$ cat src/rtl/wvl_lag_latch_capture_if.sv
// Purpose: bundles the latch-register word, stage strobes and latched results of the lag monitor.
// Latency: none, wiring only.
// Backpressure: none; strobes are fire-and-forget, results hold until the next latch.
interface wvl_lag_latch_capture_if #(
  parameter int TS_W  = 16,
  parameter int DEPTH = 16
);
  localparam int OCC_W = $clog2(DEPTH) + 1;

  logic [31:0]      user_data_in;
  logic             stage_in_vld;
  logic             stage_out_vld;
  logic [TS_W-1:0]  lag_last_latched;
  logic [TS_W-1:0]  lag_max_latched;
  logic [TS_W-1:0]  lag_min_latched;
  logic [15:0]      over_cnt_latched;
  logic [OCC_W-1:0] inflight_latched;
  logic [1:0]       err_latched;
  logic             latch_done;

  // Software / stimulus side.
  modport master (
    output user_data_in, stage_in_vld, stage_out_vld,
    input  lag_last_latched, lag_max_latched, lag_min_latched,
           over_cnt_latched, inflight_latched, err_latched, latch_done
  );

  // Monitor side.
  modport slave (
    input  user_data_in, stage_in_vld, stage_out_vld,
    output lag_last_latched, lag_max_latched, lag_min_latched,
           over_cnt_latched, inflight_latched, err_latched, latch_done
  );
endinterface

$ cat src/rtl/wvl_lag_latch_capture.sv
// Purpose: timestamps photons entering a stage, measures in-order exit lag, keeps stats, latches them on request.
// Latency: latched outputs and latch_done appear one cycle after the bit0 rising edge (pop of that cycle included).
// Backpressure: none; push when full is dropped (sticky overflow), pop when empty is ignored (sticky underflow).
// Optional minimum-lag tracking is compiled in with `define WVL_LAG_MIN_EN.
module wvl_lag_latch_capture #(
  parameter int TS_W  = 16,
  parameter int DEPTH = 16
) (
  input  logic                     user_clk,
  input  logic                     user_rst_n,
  wvl_lag_latch_capture_if.slave   bus
);
  localparam int AW    = $clog2(DEPTH);
  localparam int OCC_W = AW + 1;
  localparam logic [OCC_W-1:0] FULL_OCC = OCC_W'(DEPTH);

  logic [TS_W-1:0]  cnt;
  logic [TS_W-1:0]  mem [DEPTH];
  logic [AW-1:0]    wr_ptr, rd_ptr;
  logic [OCC_W-1:0] occ, occ_nxt;
  logic             lat_hist, clr_hist;
  logic             lat_edge, clr_edge;
  logic             full, empty, push_ok, pop_ok, ovf, udf;
  logic [TS_W-1:0]  thr, lag;

  logic [TS_W-1:0]  lag_last, lag_max;
  logic [15:0]      over_cnt;
  logic [1:0]       err;
  logic [TS_W-1:0]  upd_last, upd_max;
  logic [15:0]      upd_over;
  logic [1:0]       upd_err;

  // FIFO control, lag arithmetic, edge detects and the pre-clear stats update.
  always_comb begin
    full     = (occ == FULL_OCC);
    empty    = (occ == '0);
    pop_ok   = bus.stage_out_vld && !empty;
    // A pop frees the slot, so push+pop while full still succeeds.
    push_ok  = bus.stage_in_vld && (!full || pop_ok);
    ovf      = bus.stage_in_vld && full && !pop_ok;
    udf      = bus.stage_out_vld && empty;
    lag      = cnt - mem[rd_ptr];
    thr      = TS_W'(bus.user_data_in[31:16]);
    lat_edge = bus.user_data_in[0] && !lat_hist;
    clr_edge = bus.user_data_in[1] && !clr_hist;

    occ_nxt = occ;
    if (push_ok && !pop_ok)      occ_nxt = occ + 1'b1;
    else if (pop_ok && !push_ok) occ_nxt = occ - 1'b1;

    upd_last = lag_last;
    upd_max  = lag_max;
    upd_over = over_cnt;
    upd_err  = err | {ovf, udf};
    if (pop_ok) begin
      upd_last = lag;
      if (lag > lag_max) upd_max = lag;
      if ((lag > thr) && (over_cnt != 16'hFFFF)) upd_over = over_cnt + 16'd1;
    end
  end

  // Timestamp storage; contents need no reset because the pointers define validity.
  always_ff @(posedge user_clk) begin
    if (push_ok) mem[wr_ptr] <= cnt;
  end

  // Free-running counter, FIFO pointers/occupancy and request-edge history.
  always_ff @(posedge user_clk or negedge user_rst_n) begin
    if (!user_rst_n) begin
      cnt      <= '0;
      wr_ptr   <= '0;
      rd_ptr   <= '0;
      occ      <= '0;
      lat_hist <= 1'b1;
      clr_hist <= 1'b1;
    end else begin
      cnt      <= cnt + 1'b1;
      occ      <= occ_nxt;
      lat_hist <= bus.user_data_in[0];
      clr_hist <= bus.user_data_in[1];
      if (push_ok) wr_ptr <= wr_ptr + 1'b1;
      if (pop_ok)  rd_ptr <= rd_ptr + 1'b1;
    end
  end

  // Live statistics; a clear edge overrides the update for the clearable fields.
  always_ff @(posedge user_clk or negedge user_rst_n) begin
    if (!user_rst_n) begin
      lag_last <= '0;
      lag_max  <= '0;
      over_cnt <= '0;
      err      <= '0;
    end else begin
      lag_last <= upd_last;
      if (clr_edge) begin
        lag_max  <= '0;
        over_cnt <= '0;
        err      <= '0;
      end else begin
        lag_max  <= upd_max;
        over_cnt <= upd_over;
        err      <= upd_err;
      end
    end
  end

  // Snapshot the pre-clear, post-pop values on a latch edge and pulse latch_done.
  always_ff @(posedge user_clk or negedge user_rst_n) begin
    if (!user_rst_n) begin
      bus.lag_last_latched <= '0;
      bus.lag_max_latched  <= '0;
      bus.over_cnt_latched <= '0;
      bus.inflight_latched <= '0;
      bus.err_latched      <= '0;
      bus.latch_done       <= 1'b0;
    end else begin
      bus.latch_done <= lat_edge;
      if (lat_edge) begin
        bus.lag_last_latched <= upd_last;
        bus.lag_max_latched  <= upd_max;
        bus.over_cnt_latched <= upd_over;
        bus.inflight_latched <= occ_nxt;
        bus.err_latched      <= upd_err;
      end
    end
  end

`ifdef WVL_LAG_MIN_EN
  logic [TS_W-1:0] lag_min, upd_min;

  // Minimum lag candidate including this cycle's pop.
  always_comb begin
    upd_min = lag_min;
    if (pop_ok && (lag < lag_min)) upd_min = lag;
  end

  // Live and latched minimum; all-ones means no pop seen since the last clear.
  always_ff @(posedge user_clk or negedge user_rst_n) begin
    if (!user_rst_n) begin
      lag_min             <= '1;
      bus.lag_min_latched <= '1;
    end else begin
      lag_min <= clr_edge ? '1 : upd_min;
      if (lat_edge) bus.lag_min_latched <= upd_min;
    end
  end
`else
  assign bus.lag_min_latched = '1;
`endif

endmodule
$ cat src/flat_wrapper.sv
// flat-port wrapper written by rule: the top's interface ports become plain ports
module wvl_lag_latch_capture_flat 
#(
  parameter int TS_W  = 16,
  parameter int DEPTH = 16
)
  (user_clk, user_rst_n, bus_user_data_in, bus_stage_in_vld, bus_stage_out_vld, bus_lag_last_latched, bus_lag_max_latched, bus_lag_min_latched, bus_over_cnt_latched, bus_inflight_latched, bus_err_latched, bus_latch_done);
  wvl_lag_latch_capture_if #(.TS_W(TS_W), .DEPTH(DEPTH)) bus_i ();
  input  logic user_clk;
  input  logic user_rst_n;
  input wire logic [$bits(bus_i.user_data_in)-1:0] bus_user_data_in;
  input wire logic [$bits(bus_i.stage_in_vld)-1:0] bus_stage_in_vld;
  input wire logic [$bits(bus_i.stage_out_vld)-1:0] bus_stage_out_vld;
  output wire logic [$bits(bus_i.lag_last_latched)-1:0] bus_lag_last_latched;
  output wire logic [$bits(bus_i.lag_max_latched)-1:0] bus_lag_max_latched;
  output wire logic [$bits(bus_i.lag_min_latched)-1:0] bus_lag_min_latched;
  output wire logic [$bits(bus_i.over_cnt_latched)-1:0] bus_over_cnt_latched;
  output wire logic [$bits(bus_i.inflight_latched)-1:0] bus_inflight_latched;
  output wire logic [$bits(bus_i.err_latched)-1:0] bus_err_latched;
  output wire logic [$bits(bus_i.latch_done)-1:0] bus_latch_done;
  assign bus_i.user_data_in = bus_user_data_in;
  assign bus_i.stage_in_vld = bus_stage_in_vld;
  assign bus_i.stage_out_vld = bus_stage_out_vld;
  assign bus_lag_last_latched = bus_i.lag_last_latched;
  assign bus_lag_max_latched = bus_i.lag_max_latched;
  assign bus_lag_min_latched = bus_i.lag_min_latched;
  assign bus_over_cnt_latched = bus_i.over_cnt_latched;
  assign bus_inflight_latched = bus_i.inflight_latched;
  assign bus_err_latched = bus_i.err_latched;
  assign bus_latch_done = bus_i.latch_done;
  wvl_lag_latch_capture #(.TS_W(TS_W), .DEPTH(DEPTH)) u_core (.user_clk(user_clk), .user_rst_n(user_rst_n), .bus(bus_i));
endmodule
$ cat config.mk
export PLATFORM = sky130hd
export DESIGN_NAME = wvl_lag_latch_capture_flat
export DESIGN_NICKNAME = d
export VERILOG_FILES = /design/src/rtl/wvl_lag_latch_capture_if.sv /design/src/rtl/wvl_lag_latch_capture.sv /design/src/flat_wrapper.sv
export SDC_FILE = /design/constraint.sdc
export NUM_CORES = 1
export LEC_CHECK = 0
export CORE_ASPECT_RATIO = 0.6
export CORE_MARGIN = 4
export CORE_UTILIZATION = 40
export CTS_BUF_LIST = sky130_fd_sc_hd__clkbuf_2
export DETAILED_ROUTE_END_ITERATION = 10
export PLACE_DENSITY_LB_ADDON = 0.25
export SKIP_CTS_REPAIR_TIMING = 1
export SYNTH_ARGS = -nofsm -noshare
export SYNTH_HDL_FRONTEND = slang
export SYNTH_SLANG_ARGS = --single-unit
$ cat constraint.sdc
create_clock -name user_clk -period 6.4 [get_ports user_clk]
set_input_delay 1.28 -clock user_clk [delete_from_list [all_inputs] [get_ports user_clk]]
set_output_delay 1.28 -clock user_clk [all_outputs]
set_load 0.05 [all_outputs]
-- Yosys cells after proc, flatten, opt, wreduce, memory -nomap -nowiden
Memories as Yosys holds them, arrays and structs flattened.
Cells that the tools add are included.
- register bits: 137
- memory bits (writable): 256
- bits of input ports: 36
- memories kept: 1
- add/subtract/negate cells: 7
- order comparisons: 2
- equality and inequality tests: 2
- mux-type cells: 12
- bitwise gates (word level): 1
- reduce and logical (&&, ||, !) cells: 18
- memory list (name ; depth ; bits a word ; rd ports ; clocked after Yosys merged registers in ; write ports ; line ; RTL):
    u_core.mem ; 16 ; 16 ; 1 ; 0 ; 1 ; wvl_lag_latch_capture.sv:18 ; logic [TS_W-1:0] mem [DEPTH];
- operators by type and width (cell ; number):
    $mux 16 ; 7
    $add 16x1->16 const B ; 2
    $gt 16x16->1 ; 2
    $ne 16x16->1 const B ; 1
    $sub 16x16->16 ; 1
    $logic_and 1x1->1 ; 10
    $mux 5 ; 2
    $add 4x1->4 const B ; 2
    $logic_not 1->1 ; 6
    $add 5x1->5 const B ; 1
    $eq 5x5->1 const B ; 1
    $logic_not 5->1 ; 1
    $sub 5x1->5 const B ; 1
    $mux 1 ; 2
    $mux 2 ; 1
    $or 2x2->2 ; 1
    $logic_or 1x1->1 ; 1

-- Longest topological paths before layout
- depth in word-level cells: 9
- mapped depth: 22

-- Least setup slack after synthesis
OpenSTA, ideal clock, no wires.
- path type: reg-to-reg
- start point: reg u_core.rd_ptr[0]
- end point: reg u_core.bus.over_cnt_latched[9] (netlist name)
- library setup time: 82 ps
- arrival: 5249 ps
- required time: 6318 ps
- path slack: 1069 ps
- stages on the path, launching flop included: 21
- path buffers: 2
- period minus slack after synthesis: 5331 ps
- cell sequence: dfrtp_1 buf_4 buf_2 mux4_2 mux4_2 inv_1 ha_1 nor2b_1 o2111a_1 o211ai_1 nand2_1 a221oi_2 xnor2_1 inv_1 ha_1 nand4_2 nor3_4 o311ai_2 a21o_4 or4_4 a31oi_1
- longest elaborated chain between the ends: 6
- ends and longest elaborated chain (item ; line ; RTL):
    start, declared ; wvl_lag_latch_capture.sv:19 ; logic [AW-1:0] wr_ptr, rd_ptr;
    start signal, assigned ; wvl_lag_latch_capture.sv:82 ; if (pop_ok) rd_ptr <= rd_ptr + 1'b1;
    $mem_v2 16x16 ; n/a ;
    $sub 16x16->16 ; wvl_lag_latch_capture.sv:42 ; lag = cnt - mem[rd_ptr];
    $gt 16x16->1 ; wvl_lag_latch_capture.sv:58 ; if ((lag > thr) && (over_cnt != 16'hFFFF)) upd_over = over_cnt + 16'd1;
    $logic_and 1x1->1 ; wvl_lag_latch_capture.sv:58 ;
    $mux 16 ; wvl_lag_latch_capture.sv:58 ;
    $mux 16 ; wvl_lag_latch_capture.sv:55 ; if (pop_ok) begin
    end signal, assigned ; wvl_lag_latch_capture.sv:121 ; bus.over_cnt_latched <= upd_over;
    end, declared ; wvl_lag_latch_capture_if.sv:32 ; over_cnt_latched, inflight_latched, err_latched, latch_done
No other way between the ends.
A chain may end at the register's enable or synchronous reset.

-- Final worst setup path
- start point: reg u_core.rd_ptr[0]
- end point: reg u_core.bus.over_cnt_latched[8] (netlist name)
The elaborated chain is that of the path after synthesis.

==> results.ini <==
[setup_path]
cp-end-kind=flip-flop
cp-start-kind=flip-flop
rrSetupSlack_ns=0.35
worst_ep_arrival_time_ns=6.92
critPathMaxFanout=19
required_ns=7.28
path_class=flip-flop to flip-flop

[cts]
clk_pin_slew_worst_paths_ns=0.12
htreeDepth=3
cts_tree=built
cts_made_buffers=88
insertion_delay_ns=0.97
cts-root-buf=clkbuf_2
cts_num_sinks=393
clockBufferDepth=3

[finish]
fillers=3761
layout-drive-gt1-share_pct=22.9
most-common-layout-cells=edfxtp_1 (256), clkbuf_2 (146), dfrtp_1 (133)
multi_input_area_um2=5510
stdcell_count=1944
final_common_cell=edfxtp_1
areaGrowthSynthToFinish_pct=14.5
register_area_um2=11100
num-nets-final=1396

[floorplan]
core_area_um2=42000
die_w_um=275
rows=58
start_util_pct=40.6
io-pin-count=108
die_height_um=168
dieArea_um2=46200

[route]
drt_iter0_drc=1002
via_per_inst=5.25
firstDrtPassIters=5
routed_wirelength_um=40700
vias=10214
ant_nets=0
wl_per_cell_um=20.9
route.detailed.drc=0

[outcome]
status=complete, no violations

[placed_design]
placed_cells=1776
dp.final_hpwl_um=26600
globalplace.congestion=0.770
dp_slack_ns=0.197
port_buffers=77

[yosys]
synth_simple_gate_area_share_pct=7.37
synthMuxAreaShare_pct=12.5
synthAdderAreaFrac_pct=4.29
synth_edf_count=256
synth_area_um2=17100
synth_top_family_by_area=multiplexers
synth_compound_area_share_pct=5.52
synth-xor-area-share_pct=2.00
synth_cell_types=57
syn_avg_cell_area_um2=15.0
ys_seq_elements=393
yosysWarnings=0
ys.flop_type=edfxtp_1
ys_seq_area_share_pct=65.1
synth_async_sr_flop_share_pct=34.9
synthCells=1138

[global_routing]
grt_pass1_wl_um=62400
grt_max_degree=82
grt_overflow=0
grtUsageTotal_pct=18.0
grt_pass1_vias=10278
grt_antenna_before_repair=1

[timing]
hold_ws_ns=0.328
drv_slew=0
min_period_ns=6.05
slew_headroom_pct=20.8
post-route-period-util_pct=94.5
tightest_slew_ns=1.19
fmax_mhz=165
rsz0062_at_grt=false
fin_tns_setup_ns=0
fin_worst_skew_ns=0.0796
finalSetupViolations=0
fin_ws_ns=0.354
hold_viol=0

[power_and_ir_drop]
power_density_nw_per_um2=478
leakage_uw=0.00761
peakVddDrop_uv=420

[hold_path]
hold_class=primary input to async pin

[run]
cap_violations=0

path summary, 6_finish.rpt:
path                                    start                             end  depth (start not counted)
setup / recovery             u_core.rd_ptr[0]  u_core.bus.over_cnt_latched[8]                         19
hold / removal                     user_rst_n                   u_core.occ[3]                          1
setup reg to reg             u_core.rd_ptr[0]  u_core.bus.over_cnt_latched[8]                         19
hold reg to reg            u_core.lag_last[2]              u_core.lag_last[2]                          2
max in group asynchronous          user_rst_n  u_core.bus.lag_max_latched[11]                          2
min in group user_clk      u_core.lag_last[2]              u_core.lag_last[2]                          2
critical path, cell delays in order (launching register included):
cell and delay [ns]:
dfrtp_4 0.60, buf_12 0.22, buf_4 0.22, mux4_2 0.53
mux4_2 0.47, inv_1 0.12, ha_1 0.30, a21o_1 0.18
a21o_1 0.18, a21o_1 0.18, a221oi_2 0.29, xnor2_1 0.26
inv_1 0.13, ha_1 0.34, nand4_2 0.14, nor3_4 0.38
o311ai_2 0.29, a21o_4 0.36, or4_1 0.52, a31oi_1 0.19
metrics by stage:
step | power [uW] | util [%] | cell area, um2
after floorplan | 6330 | - | 17100
after global placement | 7630 | 44.4 | 18700
after detailed placement | 7740 | 44.4 | 18700
after CTS | 9410 | 46.4 | 19500
after global routing | 10000 | 46.5 | 19600
final | 9340 | 46.5 | 19600
state kept, by name, indices dropped and copies added (netlist names):
signal and cells:
u_core.lag_last 16, u_core.lag_max 16, u_core.bus.inflight_latched 5, u_core.bus.err_latched 2, u_core.mem 256, u_core.err 2, u_core.bus.lag_max_latched 16, u_core.bus.latch_done 1
u_core.cnt 16, u_core.occ 5, u_core.bus.over_cnt_latched 16, u_core.lat_hist 1, u_core.bus.lag_last_latched 16, u_core.wr_ptr 4, u_core.clr_hist 1, u_core.over_cnt 16
u_core.rd_ptr 4
cells in the mapped netlist (all sizes together), types with 14 or more instances:
cell / instances / area [um2]
inv: 60 / 225
dfrtp: 135 / 3380
nand3: 16 / 80.1
nand2: 115 / 432
buf: 33 / 206
and3: 14 / 87.6
mux2: 17 / 191
xor2: 15 / 131
xnor2: 24 / 210
o21ai: 38 / 201
edfxtp: 256 / 7690
ha: 57 / 713
clkbuf: 28 / 105
mux2i: 17 / 170
nor2: 59 / 221
a21oi: 40 / 200
mux4: 79 / 1780
cell type report:
type                            count  area share, %
Multi-Input combinational cell    639           28.2
Inverter                           60           1.15
Sequential cell                   393           56.9
Antenna cell                        1         0.0128
Clock inverter                     15          0.601
Tap cell                          570           3.65
Timing Repair Buffer              120           5.79
Clock buffer                      146           3.74
where the power goes:
group,leakage (uW),switching (uW),internal [uW]
Sequential,0.00403,257,3130
Clock,0.000657,982,672
Combinational,0.00292,2540,1770
layer usage:
metal	up-vias	wire, um	global-route usage [%]
li1	4617	-	-
met1	5172	20200	28.7
met2	365	16800	24.2
met3	60	3050	4.53
met4	0	717	4.87
met5	-	0	0
logic make-up after synthesis:
| kind of cell | count (synthesis) |
|---|---|
| adder cells (fa/ha/maj) | 58 |
| multiplexers | 113 |
| buffers and inverters | 121 |
| AO/OA/AOI/OAI | 146 |
| XOR/XNOR | 39 |
| other | 1 |
| AND/OR/NAND/NOR | 267 |
| flip-flops | 393 |
No activity file was read; power rests on OpenSTA's default activity.
